File: src/rtl/watch_set_controller.sv
// -----------------------------------------------------------------------------
// watch_set_controller
//
// Time-setting front end for a digital watch. In RUN it divides CLK down to a
// one-cycle 1 Hz count enable (TICK) for the external watch counter. A MODE
// button press copies the live time into edit registers and steps through
// hours, minutes and seconds. INC presses bump the selected field. Leaving the
// seconds field writes the edited time back with a one-cycle LOAD strobe.
//
// Parameters
//   TICK_DIV    CLK cycles per 1 Hz tick (2 .. 2**26)
//
// Ports
//   CLK         single clock, rising edge
//   RST_N       asynchronous active-low reset
//   BTN_MODE    asynchronous mode button, active-high level
//   BTN_INC     asynchronous increment button, active-high level
//   CUR_HRS/MIN/SEC   live time from the watch counter
//   TICK        one-cycle count enable to the watch counter
//   LOAD        one-cycle load strobe to the watch counter
//   LOAD_HRS/MIN/SEC  value to load (mirrors the edit registers)
//   DISP_HRS/MIN/SEC  time to display (live in RUN, edit value while setting)
//   EDIT_FIELD  0 none, 1 hours, 2 minutes, 3 seconds
// -----------------------------------------------------------------------------
module watch_set_controller #(
  parameter int unsigned TICK_DIV = 50000000
) (
  input  logic       CLK,
  input  logic       RST_N,
  input  logic       BTN_MODE,
  input  logic       BTN_INC,
  input  logic [5:0] CUR_SEC,
  input  logic [5:0] CUR_MIN,
  input  logic [4:0] CUR_HRS,
  output logic       TICK,
  output logic       LOAD,
  output logic [5:0] LOAD_SEC,
  output logic [5:0] LOAD_MIN,
  output logic [4:0] LOAD_HRS,
  output logic [5:0] DISP_SEC,
  output logic [5:0] DISP_MIN,
  output logic [4:0] DISP_HRS,
  output logic [1:0] EDIT_FIELD
);

  localparam int unsigned      CNT_W   = $clog2(TICK_DIV);
  localparam logic [CNT_W-1:0] CNT_MAX = CNT_W'(TICK_DIV - 1);

  // State encoding doubles as the EDIT_FIELD code.
  typedef enum logic [1:0] {
    RUN     = 2'd0,
    SET_HRS = 2'd1,
    SET_MIN = 2'd2,
    SET_SEC = 2'd3
  } state_t;

  state_t           state;
  state_t           state_nxt;

  logic [1:0]       mode_sync;
  logic [1:0]       inc_sync;
  logic             mode_prev;
  logic             inc_prev;
  logic [2:0]       sample_valid;
  logic             mode_evt;
  logic             inc_evt;

  logic [CNT_W-1:0] presc;
  logic             load_q;
  logic             load_nxt;
  logic             capture;
  logic             inc_hrs;
  logic             inc_min;
  logic             inc_sec;

  logic [4:0]       edit_hrs;
  logic [5:0]       edit_min;
  logic [5:0]       edit_sec;

  // ---------------------------------------------------------------------------
  // Button conditioning: 2-flop synchronizer, then a rising-edge detector.
  // sample_valid marks when the edge flop holds a real post-reset sample, so a
  // button already held down when reset releases reads as "was high" and
  // produces no event until it is released and pressed again.
  // ---------------------------------------------------------------------------
  // NOTE: every sequential block uses non-blocking assignments so all flops
  // update from the same pre-edge values, independent of statement order.
  always_ff @(posedge CLK or negedge RST_N) begin
    if (!RST_N) begin
      mode_sync    <= '0;
      inc_sync     <= '0;
      mode_prev    <= 1'b0;
      inc_prev     <= 1'b0;
      sample_valid <= '0;
    end else begin
      mode_sync    <= {mode_sync[0], BTN_MODE};
      inc_sync     <= {inc_sync[0], BTN_INC};
      mode_prev    <= mode_sync[1];
      inc_prev     <= inc_sync[1];
      sample_valid <= {sample_valid[1:0], 1'b1};
    end
  end

  assign mode_evt = sample_valid[2] & mode_sync[1] & ~mode_prev;
  assign inc_evt  = sample_valid[2] & inc_sync[1]  & ~inc_prev;

  // ---------------------------------------------------------------------------
  // FSM
  // ---------------------------------------------------------------------------
  always_ff @(posedge CLK or negedge RST_N) begin
    if (!RST_N) begin
      state  <= RUN;
      load_q <= 1'b0;
    end else begin
      state  <= state_nxt;
      load_q <= load_nxt;
    end
  end

  // MODE is checked before INC in every SET state, so a simultaneous INC is
  // simply dropped.
  // NOTE: each signal driven here gets a default first; a path that leaves one
  // unassigned would otherwise infer a latch.
  always_comb begin
    state_nxt = state;
    load_nxt  = 1'b0;
    capture   = 1'b0;
    inc_hrs   = 1'b0;
    inc_min   = 1'b0;
    inc_sec   = 1'b0;
    case (state)
      RUN: begin
        if (mode_evt) begin
          state_nxt = SET_HRS;
          capture   = 1'b1;
        end
      end
      SET_HRS: begin
        if (mode_evt)     state_nxt = SET_MIN;
        else if (inc_evt) inc_hrs   = 1'b1;
      end
      SET_MIN: begin
        if (mode_evt)     state_nxt = SET_SEC;
        else if (inc_evt) inc_min   = 1'b1;
      end
      SET_SEC: begin
        if (mode_evt) begin
          state_nxt = RUN;
          load_nxt  = 1'b1;
        end else if (inc_evt) begin
          inc_sec = 1'b1;
        end
      end
      default: state_nxt = RUN;
    endcase
  end

  // ---------------------------------------------------------------------------
  // 1 Hz prescaler. Held at 0 while setting and through the LOAD cycle, so
  // counting restarts on the cycle after LOAD and the first TICK lands exactly
  // TICK_DIV cycles after it. This also keeps TICK and LOAD mutually exclusive.
  // ---------------------------------------------------------------------------
  always_ff @(posedge CLK or negedge RST_N) begin
    if (!RST_N) begin
      presc <= '0;
    end else if (state != RUN || load_q || mode_evt) begin
      presc <= '0;
    end else if (presc == CNT_MAX) begin
      presc <= '0;
    end else begin
      presc <= presc + CNT_W'(1);
    end
  end

  assign TICK = (state == RUN) && (presc == CNT_MAX);
  assign LOAD = load_q;

  // ---------------------------------------------------------------------------
  // Edit registers. Captured values are kept as-is even if out of range; the
  // ">=" limit compare makes the next INC of such a field wrap it to 0.
  // ---------------------------------------------------------------------------
  always_ff @(posedge CLK or negedge RST_N) begin
    if (!RST_N) begin
      edit_hrs <= '0;
      edit_min <= '0;
      edit_sec <= '0;
    end else if (capture) begin
      edit_hrs <= CUR_HRS;
      edit_min <= CUR_MIN;
      edit_sec <= CUR_SEC;
    end else begin
      if (inc_hrs) edit_hrs <= (edit_hrs >= 5'd23) ? 5'd0 : edit_hrs + 5'd1;
      if (inc_min) edit_min <= (edit_min >= 6'd59) ? 6'd0 : edit_min + 6'd1;
      if (inc_sec) edit_sec <= (edit_sec >= 6'd59) ? 6'd0 : edit_sec + 6'd1;
    end
  end

  // ---------------------------------------------------------------------------
  // Outputs
  // ---------------------------------------------------------------------------
  assign LOAD_HRS   = edit_hrs;
  assign LOAD_MIN   = edit_min;
  assign LOAD_SEC   = edit_sec;

  assign DISP_HRS   = (state == RUN) ? CUR_HRS : edit_hrs;
  assign DISP_MIN   = (state == RUN) ? CUR_MIN : edit_min;
  assign DISP_SEC   = (state == RUN) ? CUR_SEC : edit_sec;

  assign EDIT_FIELD = state;

endmodule

File: config.mk
export PLATFORM = sky130hd
export DESIGN_NAME = watch_set_controller
export DESIGN_NICKNAME = d
export VERILOG_FILES = /design/src/rtl/watch_set_controller.sv
export SDC_FILE = /design/constraint.sdc
export NUM_CORES = 1
export LEC_CHECK = 0
export ABC_AREA = 1
export BUFFER_PORTS_ARGS = -buffer_cell sky130_fd_sc_hd__buf_2
export CORE_UTILIZATION = 60
export DETAILED_ROUTE_END_ITERATION = 10
export GPL_TIMING_DRIVEN = 0
export PLACE_DENSITY = 0.91
export RECOVER_POWER = 100
export SLEW_MARGIN = 15
export SYNTH_ARGS = -nofsm -noshare
export SYNTH_HDL_FRONTEND = slang
export SYNTH_SLANG_ARGS = --single-unit
File: constraint.sdc
create_clock -name CLK -period 3 [get_ports CLK]
set_clock_uncertainty 0.2 [all_clocks]
set_input_delay 0.15 -clock CLK [delete_from_list [all_inputs] [get_ports CLK]]
set_output_delay 0.15 -clock CLK [all_outputs]
set_load 0.05 [all_outputs]
==> impl_results.md, run 1 <==
* Inserted Diodes at 0
* Cts bufs inserted at 5
* Pin count of the biggest net entering global routing at 56
* Final setup fails at 0
* Reg clk slew, reported paths at 0.09 ns
* Post-CTS setup buffer count at 0
* Slew margin rel. at 11.5%
* Critical Path End: DISP_HRS[3]
* Vias/cell at roughly 5.5
* Max Clk Rate at 364 MHz
* Worst reg-to-reg setup slack at 0.43 ns
* Final non-filler cell total at 607
* CP endpoint kind: output port
* Fin Hold WS at 0.159 ns
* First-pass GRT wire length at 13100 um
* Power per cell area at slightly below 1000 nW/um^2
* Setup CP Type: flip-flop to output port
* DRC Markers at 0
* Max Cap Viol at 0
* Root Buffer: clkbuf_8
* Fin nets at 567
* Vias at 3315
* Post-synth design cell area at 3270 um^2
* Outcome: finished, final reports clean
* # fillers at around 400
* Post-Synth XOR/XNOR Area at 6.16%
* YS warnings at 0
* Die ar. at 5750 um^2
* Seq/Total Area, Yosys at 42.1%
* Routed length per instance at 13.9 um
* Fin. Hold Viols at 0
* Netlist cell types at 27
* Chip height at 75.8 um
* Initial DRC Count at 405
* GR Overflow Total at 0
* Slew @ Worst Pin at 1.33 ns
* Multiplexer area fraction after synthesis at 0%
* Most common cell after layout, fill and taps aside: nand2_1
* Initial Util at 63.2%
* Critical Path RT at 2.65 ns
* Crit path time final at 2.74 ns
* Worst-Skew Late Latency at 0.31 ns
* Critical R2R Capture: LOAD_MIN[0]$_DFFE_PN0P_
* Design Area, Final at slightly below 4000 um^2
* Area share of and/or/nand/nor cells after synthesis at 39.0%
* CTS tree: done
* Fraction of layout cells with a size suffix above 1 at 10.8%
* Compound-gate portion of the synthesized area at 3.29%
* H-tree levels at 2
* # IOs at 59
* Count of final max-slew check failures at 0
* Main combinational cell family by area after synthesis: simple AND/OR/NAND/NOR gates
* Post-cts resize count at 0
* Arr. time, crit path at about 2.4 ns
* Tcrit/Tclk final at around nine tenths
* Port buffer count at 58
* Adder-Cell Fraction of Synth Area at 3.83%
* Final core occ at 74.8%
* Worst hold-check path type: flip-flop to flip-flop
* Number of global-route vias before repair at 2993
* RSZ-0062 raised after global routing: no
* Worst Path Max Fanout at 10
* Startpoint Class: flip-flop
* Pleak at 1.76 nW
* RR Startpoint: EDIT_FIELD[0]$_DFFE_PN0P_
* CP Launch Point: EDIT_FIELD[0]$_DFFE_PN0P_
* Most frequent cells in the layout: nand2_1, nor2_1, dfrtp_1
* CTS Buffer Depth at 2
* Placed Area at 3650 um^2
* Routed Wire Length at between 8000 and 9000 um
* Die Wd at 75.8 um
* Average instance area after synthesis at 7.25 um^2
* Pre-antenna DRT Iters at 5
* DRT antenna net count at 0
* Syn-to-layout area delta at 18.2%
* Clock Sink Count at between 50 and 60
* #FFs+latches synth at 55
* Total negative setup slack at 0 ns
* Initial antenna violation count at 0
* Syn_nets at 482
* Synth Instances at approximately 450
* Row cnt at 26
* GP Congestion at 0.868
* Overall Global Routing Usage at 30.5%
* Peak VDD IR at between 0.0008 and 0.0009 V
* Core Area at ~5200 um^2
* Post-cts hold buffer count at 20
* Post-DP HPWL at approximately 5700 um
* Placed Instances at 579
* Worst r2r path cells at 8
==> final cells by class <==
type                    instances  area [um^2]  area share [%]
repair buffers                 78          457            11.8
inverters                      36          135            3.49
clock buffers                   7         76.3            1.97
flip-flops and latches         55         1380            35.6
plain buffers                   7         26.3           0.679
well taps                      70         87.6            2.26
multi-input cells             353         1700            44.1
clock inverters                 1         5.00           0.129
==> cells by family after synthesis <==
kind of cell	count (synthesis)
other cells	1
simple gates	300
fa+ha+maj	10
xor+xnor	23
buf+inv	43
flops	55
compound gates	19
==> layer usage <==
metal / wire [um] / GRT usage [%] / vias to the layer above / share of wire, %
li1: - / - / 1577 / -
met3: 603 / 5.95 / 25 / 7.1
met2: 4070 / 49.5 / 169 / 48
met1: 3510 / 39.7 / 1544 / 42
met5: 0 / 0 / - / 0
met4: 265 / 13.2 / 0 / 3.1
==> worst max-delay path: stages, from the launching register on <==
cell	delay, ns
dfrtp_1	0.43
inv_1	0.14
ha_1	0.17
clkbuf_1	0.24
clkbuf_1	0.39
nand2_1	0.11
o21ai_0	0.12
clkbuf_1	0.49
==> report_power, final <==
| part | total (mW) | internal, mW | leakage, nW | switching (mW) |
|---|---|---|---|---|
| Clock | 0.408 | 0.165 | 0.0422 | 0.243 |
| Combinational | 2.24 | 0.469 | 1.00 | 1.77 |
| Sequential | 1.09 | 0.888 | 0.710 | 0.206 |
==> Yosys cell counts, drive strengths merged <==
| cell type | count | area (um^2) |
|---|---|---|
| o21bai | 1 | 7.51 |
| and2 | 1 | 6.26 |
| nand2 | 164 | 633 |
| clkbuf | 4 | 15.0 |
| o211ai | 3 | 22.5 |
| nor3 | 3 | 26.3 |
| xor2 | 16 | 140 |
| clkinv | 1 | 3.75 |
| nor2 | 80 | 335 |
| or2 | 3 | 18.8 |
| buf | 3 | 30.0 |
| a21oi | 1 | 5.00 |
| dfrtp | 55 | 1380 |
| xnor2 | 7 | 61.3 |
| o21ai | 13 | 65.1 |
| conb | 1 | 3.75 |
| nor3b | 2 | 15.0 |
| inv | 35 | 131 |
| ha | 10 | 125 |
| nand3 | 42 | 210 |
| o31ai | 1 | 7.51 |
| nand4 | 5 | 31.3 |
==> registers in the layout, indices dropped and copies added, names as in the netlist <==
signal	count
LOAD	1
mode_sync	2
LOAD_HRS	5
presc	26
sample_valid	3
mode_prev	1
LOAD_SEC	6
inc_prev	1
EDIT_FIELD	2
inc_sync	2
LOAD_MIN	6
==> through the flow <==
step	power, mW	setup slack (ns)
6_report	3.74	0.256
4_1_cts	3.77	0.439
3_5_place_dp	3.34	0.796
2_1_floorplan	2.81	0.173
5_1_grt	3.95	0.138
3_3_place_gp	3.28	0.879
==> how the worst min path moves through the flow <==
stage | startpoint | cells after the start | endpoint
3_3_place_gp | BTN_INC | 1 | inc_sync[0]$_DFF_PN0_
6_report | mode_sync[0]$_DFF_PN0_ | 0 | mode_sync[1]$_DFF_PN0_
2_1_floorplan | RST_N | 0 | EDIT_FIELD[0]$_DFFE_PN0P_
5_1_grt | mode_sync[0]$_DFF_PN0_ | 0 | mode_sync[1]$_DFF_PN0_
4_1_cts | mode_sync[0]$_DFF_PN0_ | 0 | mode_sync[1]$_DFF_PN0_
3_5_place_dp | RST_N | 1 | presc[20]$_DFF_PN0_
(Power assumes the default switching activity.)
==> run 2, diff against run 1 <==
- BUFFER_PORTS_ARGS: -buffer_cell sky130_fd_sc_hd__buf_2 -> not set
- CTS_CLUSTER_DIAMETER: not set -> 200
- DONT_BUFFER_PORTS: not set -> 1
- PLACE_DENSITY: 0.91 -> 0.82
==> run 2 against run 1 <==
Against the previous run: critical path type unchanged; sequential share of layout area increased by 2.4 points; worst setup slack got worse by 0.12 ns; power decreased by 6.4%; critical path depth decreased by 2; final area decreased by 6.2%; hold slack improved by 0.0043 ns; sequential power increased by 41%; clock power increased by 9.1%; global-route usage decreased by 3.3 points; wire length decreased by 10%; combinational power decreased by 33%; die area unchanged.
==> impl_results.md, run 2 (synthesis results as in run 1) <==
* Placed Area at between 3000 and 4000 um^2
* Worst Path Max Fanout at 10
* Setup WS post-layout at 0.137 ns
* CTS Buffer Depth at 2
* DRT antenna net count at 0
* Root Buffer: clkbuf_8
* # IOs at 59
* Pre-CTS setup slack at 0.327 ns
* Pleak at 1.61 nW
* Startpoint Class: flip-flop
* Worst hold-check path type: flip-flop to flip-flop
* Die Wd at 75.8 um
* Initial antenna violation count at 0
* Core Area at 5170 um^2
* H-tree levels at 2
* GP Congestion at 0.882
* Routed length per instance at ~14 um
* Crit path time final at 2.86 ns
* Clock Sink Count at 55
* Chip height at 75.8 um
* Inserted Diodes at 0
* Pin count of the biggest net entering global routing at 56
* Final non-filler cell total at between 500 and 600
* GR Overflow Total at 0
* Slew @ Worst Pin at 1.34 ns
* Most frequent cells in the layout: nand2_1, nor2_1, dfrtp_1
* Worst-Skew Late Latency at 0.32 ns
* Setup CP Type: flip-flop to output port
* CP delay by family, top: compound AO/OA/AOI/OAI gates
* CP peak stage delay at 0.83 ns
* CTS tree: done
* Max reg flops at 26
* Slew margin rel. at about a tenth
* Pre-antenna DRT Iters at 5
* Most common cell after layout, fill and taps aside: nand2_1
* Syn-to-layout area delta at 10.9%
* Count of final max-slew check failures at 0
* Power per cell area at 965 nW/um^2
* Die ar. at ~5800 um^2
* Row cnt at 26
* Total negative setup slack at 0 ns
* Top reg by flops: presc
* Initial DRC Count at 273
* Max Cap Viol at 0
* Slowest CP cell: o21ai_1
* Buf/Inv on CP at 3
* Initial Util at 63.2%
* Vias at 2996
* Vias/cell at 5.46
* Fin nets at 509
* Outcome: finished, final reports clean
* DRC Markers at 0
* Post-DP HPWL at 5380 um
* RSZ-0062 raised after global routing: no
* Critical Path RT at around 2.7 ns
* Peak VDD IR at 0.00100 V
* Overall Global Routing Usage at 27.2%
* Fraction of layout cells with a size suffix above 1 at 6.89%
* Routed Wire Length at 7590 um
* Number of global-route vias before repair at 2694
* Reg clk slew, reported paths at around 0.10 ns
* Tcrit/Tclk final at about 95%
* Fin. Hold Viols at 0
* Arr. time, crit path at 2.51 ns
* Final setup fails at 0
* Port buffer count at 0
* Design Area, Final at 3630 um^2
* Placed Instances at about 520
* CP endpoint kind: output port
* Cell Chain, Critical Path: inv_1 -> ha_1 -> buf_2 -> clkbuf_1 -> o21ai_1
* # fillers at 421
* Cts bufs inserted at 5
* Max Clk Rate at around 350 MHz
* First-pass GRT wire length at 11700 um
run 2: changes by cell type in the layout (fill, tap and decap cells not counted), moves of 2 or more:
cell	change
o21ai_1	+7
clkbuf_2	-10
dfrtp_2	+2
dfrtp_1	-2
inv_6	+3
buf_2	-18
clkbuf_1	-32
o21ai_0	-7
run 2: power by group:
group | internal [mW] | total, mW | switching, mW
Combinational | 0.330 | 1.51 | 1.18
Sequential | 0.881 | 1.54 | 0.663
Clock | 0.174 | 0.445 | 0.271
Total | 1.39 | 3.50 | 2.12
run 2: path summary, 6_finish.rpt:
check	from	end	slack (ns)	depth (start not counted)
min in group asynchronous	RST_N	presc[15]$_DFF_PN0_	0.46	2
worst min register to register	mode_sync[0]$_DFF_PN0_	mode_sync[1]$_DFF_PN0_	0.16	0
worst max-delay path	EDIT_FIELD[0]$_DFFE_PN0P_	DISP_MIN[0]	0.14	5
worst max register to register	EDIT_FIELD[0]$_DFFE_PN0P_	presc[0]$_DFF_PN0_	0.38	10
worst min-delay path	mode_sync[0]$_DFF_PN0_	mode_sync[1]$_DFF_PN0_	0.16	0
max in group asynchronous	RST_N	EDIT_FIELD[1]$_DFFE_PN0P_	1.23	2
run 2: timing repair:
item	in CTS	in global routing
hold buffers	21	0
setup buffers	0	0
gates resized for setup	3	0
setup endpoints to repair	5	1
endpoints found under the hold margin	74	0
cloned	0	0
run 2: stage by stage:
| step | hold slack [ns] | power (mW) | util, % |
|---|---|---|---|
| floorplan | -0.346 | 2.81 | - |
| global placement | -0.344 | 3.01 | 64.9 |
| detailed placement | -0.344 | 3.05 | 64.9 |
| CTS | 0.144 | 3.54 | 71.3 |
| global route | 0.175 | 3.71 | 70.2 |
| finish | 0.163 | 3.50 | 70.2 |
run 2: area by class of cell:
type | instances | area (um^2) | share of cell area, %
Multi-Input combinational cell | 353 | 1700 | 46.9
Sequential cell | 55 | 1380 | 38.0
Timing Repair Buffer | 21 | 205 | 5.66
Inverter | 36 | 135 | 3.72
Tap cell | 70 | 87.6 | 2.41
Clock buffer | 5 | 68.8 | 1.90
Clock inverter | 3 | 26.3 | 0.724
Buffer | 6 | 25.0 | 0.690
run 2: layer usage:
layer	up-vias	share of wire [%]	global-route usage (%)
met2	113	48	43.8
met3	17	5.7	5.29
met5	-	0	0
met1	1408	44	36.5
li1	1458	-	-
met4	0	1.9	10.1
==> run 3, diff against run 2 <==
- CELL_PAD_IN_SITES_DETAIL_PLACEMENT: not set -> 1
- CELL_PAD_IN_SITES_GLOBAL_PLACEMENT: not set -> 1
- CORE_UTILIZATION: 60 -> 51
- CTS_BUF_LIST: not set -> sky130_fd_sc_hd__clkbuf_8
- CTS_CLUSTER_SIZE: not set -> 14
- PLACE_DENSITY: 0.82 -> 0.93
==> run 3 against run 2 <==
Against the previous run: non-clock buffer count up 1; wire length grew 52%; critical path type unchanged; register-to-register slack worse by 0.08 ns; power rose by 9.4%; clock-buffer cell count unchanged; final area up 2.0%; flip-flop and latch count is the same; sequential power about the same; critical path depth stayed put; hold slack worse by 0.0019 ns.
==> impl_results.md, run 3 (synthesis results as in run 1) <==
* Number of global-route vias before repair at 3479
* DRC Markers at 0
* Die Wd at a little over 80 um
* Combinational share of power at 44.8%
* Internal power at 1.51 mW
* Worst-Skew Late Latency at 0.34 ns
* Fraction of layout cells with a size suffix above 1 at slightly below 9%
* Most frequent cells in the layout: nand2_1, nor2_1, dfrtp_1
* H-tree levels at 2
* GR Overflow Total at 0
* Count of final max-slew check failures at 0
* Row cnt at 28
* Overall Global Routing Usage at about 36%
* Cts bufs inserted at 5
* DRT antenna net count at 0
* CTS Buffer Depth at 2
* Placed Instances at roughly 530
* RSZ-0062 raised after global routing: yes
* Fin Hold WS at about 0.16 ns
* Core Area at 6060 um^2
* Pre-CTS setup slack at 0.216 ns
* Top reg by flops: presc
* Post-DP HPWL at 6840 um
* Outcome: finished, final reports clean
* Clock share of power at 14.2%
* Max reg flops at 26
* CP endpoint kind: output port
* Worst hold-check path type: flip-flop to flip-flop
* Pleak at 1.64 nW
* Port buffer count at 0
* Reg clk slew, reported paths at 0.12 ns
* Fin nets at 510
* Worst Path Max Fanout at 10
* Tcrit/Tclk final at a little over nine tenths
* CTS tree: done
* Arr. time, crit path at 2.62 ns
* Vias at approximately 3.3k
* Net Sw Frac at 60.6%
* Max Clk Rate at 337 MHz
* First-pass GRT wire length at between 15000 and 20000 um
* Crit path time final at 2.97 ns
* Max Cap Viol at 0
* Setup WS post-layout at 0.0318 ns
* Chip height at 82.1 um
* Clock Sink Count at 55
* Pre-antenna DRT Iters at 6
* Slew @ Worst Pin at ~1.4 ns
* Final setup fails at 0
* Final non-filler cell total at about 560
* Setup CP Type: flip-flop to output port
* Peak VDD IR at 0.000906 V
* Fin. Hold Viols at 0
* Die ar. at 6740 um^2
* GP Congestion at 0.825
* # IOs at 59
* Initial antenna violation count at 0
* Most common cell after layout, fill and taps aside: nand2_1
* P_sw at 2.32 mW
* Pin count of the biggest net entering global routing at 56
* Syn-to-layout area delta at 13.2%
* Root Buffer: clkbuf_8
* Routed length per instance at 20.8 um
* Initial DRC Count at just under 300
* Slew margin rel. at 5.59%
* Power per cell area at approximately 1000 nW/um^2
* Startpoint Class: flip-flop
* Initial Util at 54.0%
* Routed Wire Length at 11500 um
* Critical Path RT at 2.65 ns
* Vias/cell at 5.89
* Total negative setup slack at 0 ns
* Inserted Diodes at 0
* Seq pwr share at 41.0%
==> run 3: path summary, 6_finish.rpt <==
path                                      startpoint                         to  slack, ns  cells after the start
min in group asynchronous                      RST_N         presc[6]$_DFF_PN0_       0.53                      2
max in group asynchronous                      RST_N  EDIT_FIELD[1]$_DFFE_PN0P_       1.14                      2
setup reg to reg           EDIT_FIELD[0]$_DFFE_PN0P_    LOAD_MIN[3]$_DFFE_PN0P_       0.30                      8
hold reg to reg               mode_sync[0]$_DFF_PN0_     mode_sync[1]$_DFF_PN0_       0.16                      0
setup / recovery           EDIT_FIELD[0]$_DFFE_PN0P_                DISP_SEC[4]       0.03                      5
hold / removal                mode_sync[0]$_DFF_PN0_     mode_sync[1]$_DFF_PN0_       0.16                      0
==> run 3: critical path: stages, from the launching register on <==
cell and delay (ns):
dfrtp_2 0.57, inv_1 0.16, ha_1 0.22, buf_2 0.20
clkbuf_1 0.29, o21ai_1 0.83
==> run 3: routing by layer <==
layer  up-vias  share of wire (%)  global-route usage, %
met1      1619                 41                   44.4
li1       1469                  -                      -
met2       150                 50                   60.6
met4         0                2.7                   16.5
met5         -                  0                      0
met3        33                6.1                   8.33
==> run 3: per-stage QoR <==
stage	util [%]	total power, mW	cell area, um^2
6_report	61.1	3.83	3700
5_1_grt	61.1	3.99	3700
4_1_cts	61.3	3.72	3710
3_5_place_dp	55.5	3.13	3360
3_3_place_gp	55.5	3.03	3360
2_1_floorplan	-	2.81	3270
==> run 3: repair_timing <==
item	4_1_cts	5_1_grt
hold buffers	21	0
buffers inserted	0	0
gates resized for setup	2	6
hold endpoints to repair	74	0
setup endpoints to repair	14	17
==> run 3: final cells by class <==
| cell class | instances | area, um^2 |
|---|---|---|
| multi-input combinational | 353 | 1720 |
| buffer | 7 | 47.5 |
| timing repair buffer | 21 | 205 |
| fill | 779 | 2360 |
| clock buffer | 5 | 68.8 |
| tap | 75 | 93.8 |
| inverter | 36 | 135 |
| clock inverter | 3 | 47.5 |
| sequential | 55 | 1380 |
==> run 3: power groups by stage <==
| stage | clock, mW | sequential, mW | combinational (mW) |
|---|---|---|---|
| 6_report | 0.545 | 1.57 | 1.71 |
| 5_1_grt | 0.565 | 1.60 | 1.82 |
| 3_5_place_dp | 0 | 1.57 | 1.56 |
| 3_3_place_gp | 0 | 1.56 | 1.47 |
| 4_1_cts | 0.535 | 1.56 | 1.63 |
| 2_1_floorplan | 0 | 1.51 | 1.30 |
